[config.mk]
export PLATFORM = sky130hd
export DESIGN_NAME = iob_split_ordered
export DESIGN_NICKNAME = d
export VERILOG_FILES = /design/src/rtl/iob_split_ordered_pkg.sv /design/src/rtl/iob_split_ordered_err_slave.sv /design/src/rtl/iob_split_ordered.sv
export SDC_FILE = /design/constraint.sdc
export NUM_CORES = 1
export LEC_CHECK = 0
export CAP_MARGIN = 10
export CORE_AREA = 8 8 117 119
export CTS_BUF_LIST = sky130_fd_sc_hd__clkbuf_8
export DETAILED_ROUTE_END_ITERATION = 6
export DIE_AREA = 0 0 125 127
export PLACE_DENSITY = 0.66
export REMOVE_ABC_BUFFERS = 1
export SLEW_MARGIN = 0
export SYNTH_ARGS = -nofsm -noshare
export SYNTH_HDL_FRONTEND = slang
export SYNTH_SLANG_ARGS = --single-unit
[constraint.sdc]
create_clock -name clk_i -period 3.1 [get_ports clk_i]
set_input_delay 0.62 -clock clk_i [delete_from_list [all_inputs] [get_ports clk_i]]
set_output_delay 0.62 -clock clk_i [all_outputs]
set_load 0.05 [all_outputs]
[src/rtl/iob_split_ordered_pkg.sv]
// Shared IOb-native interconnect layout: packed request/response widths and field offsets.
// Request slice  = {valid, addr, wdata, wstrb} (MSB..LSB); response slice = {rdata, rvalid, ready}.
// Used by both the master merge and the ordered split so the two agree on bit positions.
package iob_split_ordered_pkg;

  // Response field offsets within one RESP_W slice
  localparam int RESP_READY  = 0;
  localparam int RESP_RVALID = 1;
  localparam int RESP_RDATA  = 2;

  // Request field offsets within one REQ_W slice
  localparam int REQ_WSTRB_LSB = 0;

  function automatic int req_w(input int aw, input int dw);
    return 1 + aw + dw + dw / 8;
  endfunction

  function automatic int resp_w(input int dw);
    return dw + 2;
  endfunction

  function automatic int req_wdata_lsb(input int dw);
    return dw / 8;
  endfunction

  function automatic int req_addr_lsb(input int dw);
    return dw / 8 + dw;
  endfunction

  function automatic int req_valid_bit(input int aw, input int dw);
    return aw + dw + dw / 8;
  endfunction

endpackage

[src/rtl/iob_split_ordered_err_slave.sv]
// Error target: absorbs unmapped accesses, returns an empty read response and flags the error.
// Latency: rvalid and err pulse one cycle after the accept; always ready, never backpressures.
// Ports: clk_i/rst_i, acc_i (accepted ERR access), rd_i (access is a read), rvalid_o, err_o.
module iob_split_ordered_err_slave (
  input  logic clk_i,
  input  logic rst_i,
  input  logic acc_i,
  input  logic rd_i,
  output logic rvalid_o,
  output logic err_o
);

  // rvalid_o is the err_pend state: set by an accepted read, self-clears next cycle
  always_ff @(posedge clk_i) begin
    if (rst_i) begin
      rvalid_o <= 1'b0;
      err_o    <= 1'b0;
    end else begin
      rvalid_o <= acc_i & rd_i;
      err_o    <= acc_i;
    end
  end

endmodule

[src/rtl/iob_split_ordered.sv]
// Ordered 1-to-N IOb split: steers requests by top address bits, returns read data in order.
// Latency: request path combinational (0 cycles); response path combinational from the owner.
// Backpressure: stalls while reads are pending to a different target or MAX_OUTST are in flight.
// Ports: clk_i/rst_i; m_req_i/m_resp_o upstream; s_req_o/s_resp_i per-slave slices (slave k = field k);
//        busy_o reads outstanding; err_o one-cycle pulse on unmapped access or spurious rvalid.
module iob_split_ordered
  import iob_split_ordered_pkg::*;
#(
  parameter int N_SLAVES  = 2,
  parameter int DATA_W    = 32,
  parameter int ADDR_W    = 32,
  parameter int MAX_OUTST = 4,
  localparam int REQ_W    = req_w(ADDR_W, DATA_W),
  localparam int RESP_W   = resp_w(DATA_W)
) (
  input  logic                       clk_i,
  input  logic                       rst_i,
  input  logic [REQ_W-1:0]           m_req_i,
  output logic [RESP_W-1:0]          m_resp_o,
  output logic [N_SLAVES*REQ_W-1:0]  s_req_o,
  input  logic [N_SLAVES*RESP_W-1:0] s_resp_i,
  output logic                       busy_o,
  output logic                       err_o
);

  localparam int NB = $clog2(N_SLAVES);
  localparam int OW = $clog2(N_SLAVES + 1);
  localparam int CW = $clog2(MAX_OUTST + 1);
  localparam int SW = DATA_W / 8;
  localparam int VB = req_valid_bit(ADDR_W, DATA_W);
  localparam logic [OW-1:0] ERR_IDX = OW'(N_SLAVES);
  localparam logic [CW-1:0] CNT_MAX = CW'(MAX_OUTST);

  logic [OW-1:0] owner;
  logic [CW-1:0] cnt, cnt_nxt;
  logic          spur_q;

  logic                m_vld, is_rd;
  logic [NB-1:0]       addr_tgt;
  logic [OW-1:0]       tgt;
  logic [N_SLAVES-1:0] s_rdy, s_rvld, own_sel;
  logic [DATA_W-1:0]   s_rdata [N_SLAVES];
  logic                own_rvld, tgt_rdy, err_rvld, err_pulse;
  logic [DATA_W-1:0]   own_rdata;
  logic                stall, m_rdy, accept, rd_acc, rsp_v, spurious;

  assign m_vld    = m_req_i[VB];
  assign is_rd    = (m_req_i[REQ_WSTRB_LSB +: SW] == '0);
  assign addr_tgt = m_req_i[VB-1 -: NB];
  // Address codes beyond the last slave fold onto the virtual error target
  assign tgt      = (OW'(addr_tgt) >= ERR_IDX) ? ERR_IDX : OW'(addr_tgt);

  for (genvar k = 0; k < N_SLAVES; k++) begin : g_unpack
    assign s_rdy[k]   = s_resp_i[k*RESP_W + RESP_READY];
    assign s_rvld[k]  = s_resp_i[k*RESP_W + RESP_RVALID];
    assign s_rdata[k] = s_resp_i[k*RESP_W + RESP_RDATA +: DATA_W];
    assign own_sel[k] = (owner == OW'(k));
  end

  always_comb begin
    own_rvld  = err_rvld;
    own_rdata = '0;
    tgt_rdy   = 1'b1;
    for (int k = 0; k < N_SLAVES; k++) begin
      if (own_sel[k]) begin
        own_rvld  = s_rvld[k];
        own_rdata = s_rdata[k];
      end
      if (tgt == OW'(k)) tgt_rdy = s_rdy[k];
    end
  end

  // A response from the owner in the same cycle frees a slot at the cap
  assign stall    = m_vld & (((cnt != '0) & (tgt != owner)) |
                             ((cnt == CNT_MAX) & ~own_rvld));
  assign m_rdy    = ~stall & tgt_rdy;
  assign accept   = m_vld & m_rdy;
  assign rd_acc   = accept & is_rd;
  assign rsp_v    = own_rvld & (cnt != '0);
  assign spurious = (|(s_rvld & ~own_sel)) | (own_rvld & (cnt == '0));

  always_comb begin
    s_req_o = '0;
    for (int k = 0; k < N_SLAVES; k++) begin
      if (tgt == OW'(k)) begin
        s_req_o[k*REQ_W +: REQ_W] = m_req_i;
        s_req_o[k*REQ_W + VB]     = m_vld & ~stall;
      end
    end
  end

  assign m_resp_o = {own_rdata, rsp_v, m_rdy};

  always_comb begin
    case ({rd_acc, rsp_v})
      2'b10:   cnt_nxt = cnt + CW'(1);
      2'b01:   cnt_nxt = cnt - CW'(1);
      default: cnt_nxt = cnt;
    endcase
  end

  always_ff @(posedge clk_i) begin
    if (rst_i) begin
      cnt    <= '0;
      owner  <= '0;
      busy_o <= 1'b0;
      spur_q <= 1'b0;
    end else begin
      cnt    <= cnt_nxt;
      busy_o <= (cnt_nxt != '0);
      spur_q <= spurious;
      if (rd_acc) owner <= tgt;
    end
  end

  iob_split_ordered_err_slave u_err (
    .clk_i    (clk_i),
    .rst_i    (rst_i),
    .acc_i    (accept & (tgt == ERR_IDX)),
    .rd_i     (is_rd),
    .rvalid_o (err_rvld),
    .err_o    (err_pulse)
  );

  assign err_o = err_pulse | spur_q;

endmodule

# == After elaboration in Yosys (flattened, before gate mapping) ==
# Cells that the tools add are included.
# word_totals
ff_bits,6
in_bits,139
elab_cells,41
output_inout_bits,174
# classes
muxes,9
reduce_logical,7
n_eq_ne,4
bitwise,15
add_sub_neg,2
# op_table
operator,n
$mux W69,2
$mux W32,2
$and A1 B1 Y1,9
$pmux W3 S2,1
$reduce_bool A3 Y1,2
$logic_not A2 Y1,2
$logic_not A4 Y1,1
$mux W1,4
$add A3 B1 Y3 const B,1
$eq A3 B3 Y1 const B,1
$logic_not A3 Y1,1
$sub A3 B1 Y3 const B,1
$and A2 B2 Y2,1
$eq A2 B1 Y1 const B,1
$eq A2 B2 Y1 const B,1
$not A1 Y1,2
$not A2 Y2,1
$or A1 B1 Y1,2
$reduce_or A2 Y1,1
$ne A1 B1 Y1,1

# == Longest topological paths before layout ==
# Gate-level depths: netlist (run 1).
# depth
depth_word,14
ltp_mapped,11
depth_no_buf,10

# == Hierarchy ==
# Synthesis (run 1) repeated with hierarchy kept, for this count alone.
# unflattened
hier_cells,245
area_unflattened_um2,1780.5
# modules_own_cells
module,area_per_inst_um2,instances,cells_each,seq_area_each_um2
iob_split_ordered,1725.4,1,241,120.1
iob_split_ordered_err_slave,55.1,1,4,40.0

# == Worst setup path after synthesis (run 1) ==
# Ideal clock, no wire load.
# synth_timing
path_type,input -> register
start,input m_req_i[3]
end,register busy_o
setup_slack_ns,0.405
arrival_ns,2.568
cell_stages,9
required_time_ns,2.973
cell_sequence,or4_4 > or3_4 > ha_1 > inv_1 > fa_1 > xor2_1 > or3_1 > a21oi_1 > or3_1
# synth_between
elab_chain_len,5
# synth_lines
element,line_no,source
"start, declared",iob_split_ordered.sv:18,"input logic [REQ_W-1:0] m_req_i,"
$logic_not A4 Y1 *,iob_split_ordered.sv:48,assign is_rd = (m_req_i[REQ_WSTRB_LSB +: SW] == '0);
$and A1 B1 Y1 *,iob_split_ordered.sv:78,assign rd_acc = accept & is_rd;
$eq A2 B1 Y1 / $eq A2 B2 Y1 (equally long branches),iob_split_ordered.sv:95,"case ({rd_acc, rsp_v})"
$pmux W3 S2 *,iob_split_ordered.sv:95,
$reduce_bool A3 Y1 *,iob_split_ordered.sv:110,busy_o <= (cnt_nxt != '0);
"end signal, assigned",iob_split_ordered.sv:110,
"end, declared",iob_split_ordered.sv:22,"output logic busy_o,"
# Every way passes the cells marked *; elsewhere a longest branch is shown, timed or not.
# A chain may end at the register's enable or synchronous reset.

# == Final worst setup path (run 1) ==
# Ends and elaborated chain as after synthesis.

==> results of run 1 <==
==> power by group through the flow <==
stage | Combinational (W) | Clock (W) | Sequential, W
5_1_grt | 0.00118 | 0.000130 | 0.0000814
4_1_cts | 0.00114 | 0.000125 | 0.0000812
6_report | 0.00113 | 0.000122 | 0.0000813
3_5_place_dp | 0.00114 | 0 | 0.0000824
3_3_place_gp | 0.00114 | 0 | 0.0000822
2_1_floorplan | 0.000531 | 0 | 0.0000883
==> cell families (layout without fill, tap and decap cells) <==
kind of cell | Yosys count | in the layout | share of synthesized area
simple gates | 148 | 148 | 0.548
mux | 34 | 34 | 0.225
buf+inv | 28 | 331 | 0.0739
compound gates | 10 | 10 | 0.0451
flops | 6 | 6 | 0.0710
xor+xnor | 3 | 3 | 0.0155
fa+ha+maj | 2 | 2 | 0.0192
other cells | 1 | 1 | 0.00222
==> cells in the mapped netlist, types with 2 or more instances <==
library cell  instances  area [um2]
nor3_1                2        10.0
xor2_1                2        17.5
a21oi_1               4        20.0
buf_4                 5        37.5
and2_1               67         419
clkbuf_1             17        63.8
mux2_2               33         372
inv_1                 5        18.8
nor2b_1              67         419
or3_1                 2        12.5
nor2_1                5        18.8
dfxtp_1               6         120
==> layout make-up <==
class | instances | area (um2) | share of cell area
timing repair buffer | 323 | 3830 | 0.677
multi-input combinational | 198 | 1460 | 0.259
tap | 147 | 184 | 0.0325
sequential | 6 | 120 | 0.0212
clock buffer | 3 | 41.3 | 0.00730
inverter | 5 | 18.8 | 0.00332
==> metal layers <==
| metal | track usage | routed length (um) |
|---|---|---|
| met5 | 0 | 0 |
| met4 | 0.0215 | 82 |
| met1 | 0.134 | 4100 |
| met3 | 0.0890 | 1820 |
| met2 | 0.291 | 6710 |
==> sequential cells by signal, indices dropped and copies added, names as in the netlist <==
| name | flops |
|---|---|
| busy_o | 1 |
| spur_q | 1 |
| owner | 1 |
| cnt | 3 |
==> worst paths after layout <==
kind                      from                end  slack (ps)  depth (start not counted)
max reg2reg  cnt[2]$_SDFF_PP0_  busy_o$_SDFF_PP0_         380                         10
min          cnt[2]$_SDFF_PP0_  cnt[2]$_SDFF_PP0_         570                          2
max                 m_req_i[3]  busy_o$_SDFF_PP0_          60                         10
min reg2reg  cnt[2]$_SDFF_PP0_  cnt[2]$_SDFF_PP0_         570                          2
==> through the flow <==
| stage | std cells | worst slack, ps | power, W |
|---|---|---|---|
| 6_report | 682 | 58.2 | 0.00133 |
| 5_1_grt | 682 | -7.90 | 0.00139 |
| 4_1_cts | 682 | 23.9 | 0.00135 |
| 3_5_place_dp | 679 | -201 | 0.00122 |
| 3_3_place_gp | 679 | -87.9 | 0.00122 |
| 2_1_floorplan | 209 | -258 | 0.000619 |
==> critical path, cell delays in order <==
cell	delay (ps)
clkdlybuf4s50_1	430
or4_4	560
or3_4	390
ha_2	200
inv_1	80
fa_2	220
xor2_2	80
or3_1	360
a21oi_2	160
or3_1	110
==> repair_timing <==
action | CTS | global route
resized for setup | 0 | 5
setup buffers | 0 | 0
setup endpoints to repair | 0 | 1
==> flow_summary_export.csv, run 1 <==
group,metric,value,unit
run_status,status,"complete, no violations",
sta,setup_tns,0,ps
pwr,ir_drop,0.104,mV
worst_setup_path,crit_type,"in2reg",
grt,antenna_found_initial,0,
run,drv_cap,0,
sta,slew_violations,0,
sta,clock_skew,0.623,ps
worst_setup_path,critPathMaxFanout,2,
grt,grt_overflow,0,
pwr,intPower,0.000676,W
drt,drt_iter0_markers,58,
sta,max_slew.worst_pin.slew,527,ps
clock_network,worstSkewPairLatency,230,ps
sta,post-route-period-util,0.981,
floorplan,io_pins,313,
grt,grt_use_total,0.150,
sta,finalHoldViolCount,0,
cells_and_area,antenna_cells,0,
yosys,synth_cell_type_count,29,
clock_network,cts_tree,"built",
worst_setup_path,cp-end-kind,"flop",
yosys,ys_ff_latch,6,
yosys,synth-warning-count,0,
pwr,power_switching,0.000658,W
clock_network,clock-root-buffer,"clkbuf_8",
drt,ant_nets,0,
pwr,swShare,0.493,
drt,drc,0,
floorplan,design.die.area,15900,um2
floorplan,start_util,0.143,
yosys,synth.avg_cell_area,7.30,um2
yosys,synth_edf_count,0,
drt,vias_per_cell,4.03,
cells_and_area,final_util,0.479,
placement,place_area,5600,um2
cells_and_area,fin_area,5660,um2
worst_setup_path,critPathLaunchType,"input pin",
yosys,synth-async-reset-ratio,0,
cells_and_area,mostFrequentLayoutCells,"clkdlybuf4s50_1, buf_12, nor2b_1, and2_1, buf_4",
pwr,power.density,236,nW/um2
drt,wl_per_cell,18.6,um
floorplan,die_x,125,um
yosys,synthCells,232,
yosys,synthFlopType,"dfxtp_1",
pwr,pwr-share-clk,0.092,
hold_path,holdCritPathClass,"reg2reg",
clock_network,htreeDepth,1,
floorplan,die_h,127,um
pwr,sequentialPowerShare,0.061,
pwr,combPwrFrac,0.848,
clock_network,cts_sinks,6,
clock_network,cts_hold_buf,0,
cells_and_area,drive_gt1_frac,0.351,
grt,grt_pass1_vias,3040,
floorplan,coreArea,11800,um2
yosys,synth_area,1690,um2
worst_setup_path,arrival,3220,ps
placement,place_hpwl,11600,um
floorplan,rows,40,
sta,holdWs,573,ps
sta,fin_crit,3040,ps
cells_and_area,fill_cells,1080,
cells_and_area,nets,678,
cells_and_area,final_common_cell,"clkdlybuf4s50_1",
drt,via_count,2746,
clock_network,clk_pin_slew,40,ps
drt,drtPass1Iterations,4,
worst_setup_path,required,3270,ps
sta,max_slew_margin,0.648,
grt,grt_max_degree,77,
clock_network,cts_made_buffers,3,
placement,portBuffers,311,
drt,wl,12700,um
sta,setup_viol,0,
placement,gp_congestion,0.776,
pwr,leakage,2.29,nW
sta,fmax,0.329,GHz
yosys,ys_seq_area_frac,0.0710,
clock_network,cts_buffer_depth,2,
grt,grt_pass1_wl,18700,um
cells_and_area,area_growth,234,%
(Power assumes the default switching activity.)
==> run 2: changes to the inputs <==
--- a/config.mk
+++ b/config.mk
@@ -10,7 +10,7 @@
 export CTS_BUF_LIST = sky130_fd_sc_hd__clkbuf_8
 export DETAILED_ROUTE_END_ITERATION = 6
 export DIE_AREA = 0 0 125 127
-export PLACE_DENSITY = 0.66
+export PLACE_DENSITY_LB_ADDON = 0.12
 export REMOVE_ABC_BUFFERS = 1
 export SLEW_MARGIN = 0
 export SYNTH_ARGS = -nofsm -noshare
==> run 2 against run 1 <==
Against the previous run:
- highest routed layer unchanged
- clock skew rose by 1.9 ps
- wire length rose by 2.5%
- largest power group unchanged
- core utilization fell by 0.44 points
- global-route usage rose by 0.22 points
- total power fell by 0.54%
- critical endpoint unchanged
==> flow_summary_export.csv, run 2 (synthesis gave the netlist of run 1 again) <==
group,metric,value,unit
run_status,status,"complete, no violations",
pwr,pwr-share-clk,0.087,
cells_and_area,final_common_cell,"clkdlybuf4s50_1",
cells_and_area,drive_gt1_frac,0.353,
placement,gp_congestion,0.746,
clock_network,htreeDepth,1,
pwr,power_switching,0.000656,W
pwr,combPwrFrac,0.852,
sta,max_slew.worst_pin.slew,539,ps
worst_setup_path,required,3200,ps
hold_path,whs_path_depth,2,
worst_setup_path,arrival,3080,ps
placement,place_hpwl,11800,um
worst_setup_path,r2r_cells,10,
hold_path,worstHoldStart,"cnt[1]$_SDFF_PP0_",
hold_path,hold_path_end,"cnt[1]$_SDFF_PP0_",
sta,fin_crit,2980,ps
worst_setup_path,rr_startpoint,"cnt[2]$_SDFF_PP0_",
grt,grt_overflow,0,
drt,ant_nets,0,
clock_network,cts_sinks,6,
hold_path,holdCritPathClass,"reg2reg",
worst_setup_path,crit_type,"in2reg",
sta,max_slew_margin,0.640,
worst_setup_path,regToRegSetupSlack,400,ps
drt,drt_iter0_markers,71,
floorplan,die_h,127,um
worst_setup_path,critPathLaunchType,"input pin",
pwr,swShare,0.494,
drt,via_count,2697,
sta,rsz0062_at_grt,"no",
floorplan,io_pins,313,
clock_network,postCtsSetupBuffers,0,
floorplan,design.die.area,15900,um2
pwr,sequentialPowerShare,0.061,
floorplan,coreArea,11800,um2
worst_setup_path,r2r-end,"busy_o$_SDFF_PP0_",
worst_setup_path,cp-end-kind,"flop",
drt,drtPass1Iterations,3,
pwr,intPower,0.000671,W
run,drv_cap,0,
floorplan,die_x,125,um
pwr,leakage,2.30,nW
cells_and_area,largest_register,"cnt",
drt,vias_per_cell,3.97,
cells_and_area,area_growth,231,%
sta,clock_skew,2.54,ps
sta,post-route-period-util,0.962,
cells_and_area,mostFrequentLayoutCells,"clkdlybuf4s50_1, buf_12, buf_4",
cells_and_area,antenna_cells,0,
drt,drc,0,
cells_and_area,largest_reg_flops,3,
placement,place_area,5560,um2
sta,fmax,0.335,GHz
grt,grt_pass1_vias,2922,
grt,grt_pass1_wl,18600,um
grt,grt_use_total,0.152,
grt,grt_max_degree,103,
clock_network,cts_buffer_depth,2,
floorplan,rows,40,
pwr,power.density,237,nW/um2
sta,slew_violations,0,
cells_and_area,nets,675,
worst_setup_path,cp-startpoint,"m_req_i[2]",
drt,wl,13000,um
pwr,ir_drop,0.125,mV
clock_network,clock-root-buffer,"clkbuf_8",
placement,portBuffers,311,
clock_network,worstSkewPairLatency,220,ps
clock_network,clk_pin_slew,40,ps
cells_and_area,fin_area,5600,um2
drt,wl_per_cell,19.2,um
clock_network,cts_tree,"built",
worst_setup_path,critPathMaxFanout,3,
grt,antenna_found_initial,0,
floorplan,start_util,0.143,
sta,setup_viol,0,
sta,finalHoldViolCount,0,
clock_network,cts_made_buffers,3,
sta,holdWs,589,ps
-- run 2: cell type report --
cell class	count	area [um2]
fillers	1115	6210
well taps	147	184
clock buffers	3	41.3
inverters	5	18.8
multi-input cells	198	1450
repair buffers	320	3790
flip-flops and latches	6	120
-- run 2: worst max-delay path by stage --
stage	end	slack, ps
detailed placement	busy_o$_SDFF_PP0_	-270
global route	busy_o$_SDFF_PP0_	6
global placement	busy_o$_SDFF_PP0_	-210
CTS	busy_o$_SDFF_PP0_	2
floorplan	busy_o$_SDFF_PP0_	-260
finish	busy_o$_SDFF_PP0_	120
-- run 2: timing repair --
action                                  in CTS  in global routing
pin swaps                                    1                  2
hold buffers                                 0                  0
endpoints found under the setup margin       1                  1
resized for setup                            1                  3
endpoints found under the hold margin        0                  0
-- run 2: per-stage QoR --
| stage | TNS (ps) | worst slack, ps | utilization | total power (W) | cells |
|---|---|---|---|---|---|
| 2_1_floorplan | -405 | -258 | - | 0.000619 | 209 |
| 3_3_place_gp | -259 | -208 | 0.471 | 0.00122 | 676 |
| 3_5_place_dp | -444 | -268 | 0.471 | 0.00123 | 676 |
| 4_1_cts | 0 | 2.11 | 0.474 | 0.00134 | 679 |
| 5_1_grt | 0 | 6.24 | 0.474 | 0.00138 | 679 |
| 6_report | 0 | 119 | 0.474 | 0.00133 | 679 |
-- run 2: power by group through the flow --
| stage | clock [W] | sequential, W | combinational, W |
|---|---|---|---|
| 3_3_place_gp | 0 | 0.0000823 | 0.00114 |
| 3_5_place_dp | 0 | 0.0000825 | 0.00114 |
| 4_1_cts | 0.000117 | 0.0000813 | 0.00115 |
| 6_report | 0.000115 | 0.0000813 | 0.00113 |
| 2_1_floorplan | 0 | 0.0000883 | 0.000531 |
| 5_1_grt | 0.000122 | 0.0000816 | 0.00117 |
-- run 2: worst max-delay path: stages --
cell and delay (ps):
clkdlybuf4s50_1 450, or4_4 460, or3_4 390, ha_1 220
inv_1 70, fa_1 170, xor2_1 170, or3_1 140
a21oi_1 80, or3_1 310
-- run 2: metal layers --
metal	vias up	GRT usage	routed length [um]
li1	1342	-	-
met1	1183	0.136	4270
met2	168	0.290	6760
met3	4	0.0986	1900
met4	0	0.0179	108
met5	-	0	0
==> run 3: changes to the inputs <==
--- a/config.mk
+++ b/config.mk
@@ -6,10 +6,12 @@
 export NUM_CORES = 1
 export LEC_CHECK = 0
 export CAP_MARGIN = 10
-export CORE_AREA = 8 8 117 119
+export CELL_PAD_IN_SITES_DETAIL_PLACEMENT = 1
+export CELL_PAD_IN_SITES_GLOBAL_PLACEMENT = 1
+export CORE_MARGIN = 8
+export CORE_UTILIZATION = 11
 export CTS_BUF_LIST = sky130_fd_sc_hd__clkbuf_8
 export DETAILED_ROUTE_END_ITERATION = 6
-export DIE_AREA = 0 0 125 127
 export PLACE_DENSITY_LB_ADDON = 0.12
 export REMOVE_ABC_BUFFERS = 1
 export SLEW_MARGIN = 0
==> run 3 against run 2 <==
Against the previous run:
- worst hold slack worse by 22 ps
- die area grew 24%
- critical path type unchanged
- wire length increased by 7.1%
- cell count rose by 6.2%
- critical path depth unchanged
- non-clock buffer count increased by 1
- register-to-register slack worse by 30 ps
- cell area is 0.80% higher
- largest power group unchanged
- global-route usage shrank 1.9 points
- worst setup slack better by 8.7 ps
- count of clock-buffer cells in the layout unchanged
==> flow_summary_export.csv, run 3 (synthesis gave the netlist of run 1 again) <==
group,metric,value,unit
sta,finalHoldViolCount,0,
worst_setup_path,r2r_cells,10,
pwr,p_total,0.00133,W
clock_network,cts_sinks,6,
cells_and_area,nets,676,
sta,post-route-period-util,0.959,
cells_and_area,fin_area,5650,um2
grt,grt_pass1_wl,20000,um
worst_setup_path,slowest_stage,"or4_4",
worst_setup_path,critPathTopFamily,"simple AND/OR/NAND/NOR gates",
cells_and_area,mostFrequentLayoutCells,"clkdlybuf4s50_1, buf_12, nor2b_1, and2_1, buf_4",
sta,slew_violations,0,
placement,place_hpwl,12700,um
pwr,combPwrFrac,0.851,
clock_network,cts_hold_buf,0,
pwr,ir_drop,0.0969,mV
drt,drtPass1Iterations,4,
clock_network,worstSkewPairLatency,220,ps
pwr,pwr-share-clk,0.088,
grt,grt_use_total,0.134,
floorplan,die_x,140,um
floorplan,io_pins,313,
worst_setup_path,cp_num_buf_inv,2,
run_status,status,"complete, no violations",
worst_setup_path,path_cells,"dlygate4sd2_1 > or4_4 > or3_4 > ha_1 > inv_1 > fa_2 > xor2_1 > or3_1 > a21oi_1 > or3_1",
worst_setup_path,path_common_cell,"or3_1",
sta,clock_skew,0.829,ps
clock_network,htreeDepth,1,
floorplan,die_h,140,um
grt,grt_overflow,0,
floorplan,coreArea,15100,um2
grt,grt_pass1_vias,3145,
cells_and_area,final_common_cell,"clkdlybuf4s50_1",
placement,dp_cells,718,
worst_setup_path,cp-end-kind,"flop",
clock_network,cts_made_buffers,3,
hold_path,whs_path_depth,2,
pwr,leakage,2.28,nW
drt,drc,0,
placement,gp_congestion,0.862,
placement,portBuffers,311,
worst_setup_path,required,3200,ps
cells_and_area,drive_gt1_frac,0.340,
clock_network,clk_pin_slew,40,ps
worst_setup_path,crit_type,"in2reg",
worst_setup_path,critical_path.max_stage_delay,550,ps
run,drv_cap,0,
pwr,swShare,0.496,
worst_setup_path,critPathMaxFanout,3,
sta,max_slew.worst_pin.slew,570,ps
sta,setup_viol,0,
drt,wl,14000,um
pwr,intPower,0.000668,W
cells_and_area,antenna_cells,0,
floorplan,start_util,0.112,
cells_and_area,largest_register,"cnt",
worst_setup_path,arrival,3070,ps
clock_network,cts_tree,"built",
placement,place_area,5600,um2
sta,fmax,0.336,GHz
hold_path,holdCritPathClass,"reg2reg",
pwr,power_switching,0.000657,W
floorplan,rows,45,
clock_network,postCtsSetupBuffers,0,
clock_network,cts_buffer_depth,2,
floorplan,design.die.area,19600,um2
pwr,sequentialPowerShare,0.061,
grt,antenna_found_initial,0,
grt,grt_max_degree,78,
drt,wl_per_cell,19.4,um
sta,max_slew_margin,0.619,
drt,drt_iter0_markers,56,
worst_setup_path,critPathLaunchType,"input pin",
drt,vias_per_cell,3.85,
drt,ant_nets,0,
worst_setup_path,cp_num_cells,10,
drt,via_count,2774,
cells_and_area,largest_reg_flops,3,
clock_network,clock-root-buffer,"clkbuf_8",
cells_and_area,area_growth,234,%
pwr,power.density,235,nW/um2
cells_and_area,fin_cells,721,
sta,fin_crit,2970,ps
[run 3: cell types whose count changed in the layout (fill, tap and decap cells not counted)]
cell / previous run / this run
fa_1: 1 / 0
o21ai_0: 0 / 1
buf_12: 76 / 73
fa_2: 0 / 1
o21ai_1: 1 / 0
dlygate4sd2_1: 1 / 2
clkdlybuf4s50_1: 171 / 179
buf_4: 70 / 65
[run 3: final cells by class]
type	count	area, um2
multi-input combinational	198	1450
inverter	5	18.8
clock buffer	3	41.3
tap	188	235
fill	1715	9500
sequential	6	120
timing repair buffer	321	3780
[run 3: metal layers]
layer  global-route usage  routed length (um)
met4              0.00857                  24
met1                0.124                4730
met3               0.0849                1990
met2                0.252                7220
met5                    0                   0
[run 3: stage by stage]
step	utilization	hold WS, ps	setup TNS [ps]	setup WS [ps]
CTS	0.372	567	0	21.9
global placement	0.370	540	-328	-234
finish	0.373	567	0	128
floorplan	-	494	-405	-258
detailed placement	0.370	560	-505	-311
global route	0.373	610	-4.49	-4.49
[run 3: path summary, 6_finish.rpt]
check,slack [ps],from,to
hold / removal,570,cnt[2]$_SDFF_PP0_,cnt[2]$_SDFF_PP0_
setup reg to reg,370,cnt[2]$_SDFF_PP0_,busy_o$_SDFF_PP0_
setup / recovery,130,m_req_i[2],busy_o$_SDFF_PP0_
hold reg to reg,570,cnt[2]$_SDFF_PP0_,cnt[2]$_SDFF_PP0_
[run 3: worst reg2reg max path, cell delays in order, from the launching register on]
cell	delay (ps)
dfxtp_1	390
or3b_2	510
o221ai_2	220
or3_4	160
ha_1	160
inv_1	60
fa_2	510
nor2_1	40
a21oi_1	110
nor2_1	60
or3_1	380
[run 3: power by group through the flow]
| stage | registers (W) | logic [W] | clock network (W) |
|---|---|---|---|
| floorplan | 0.0000883 | 0.000531 | 0 |
| global placement | 0.0000824 | 0.00114 | 0 |
| detailed placement | 0.0000825 | 0.00114 | 0 |
| CTS | 0.0000813 | 0.00114 | 0.000122 |
| global route | 0.0000815 | 0.00117 | 0.000126 |
| finish | 0.0000813 | 0.00113 | 0.000117 |
[run 3: what timing repair did]
item                                    in CTS  in global routing
gates resized for setup                      2                  3
pin swaps                                    3                  4
endpoints found under the setup margin       1                  1
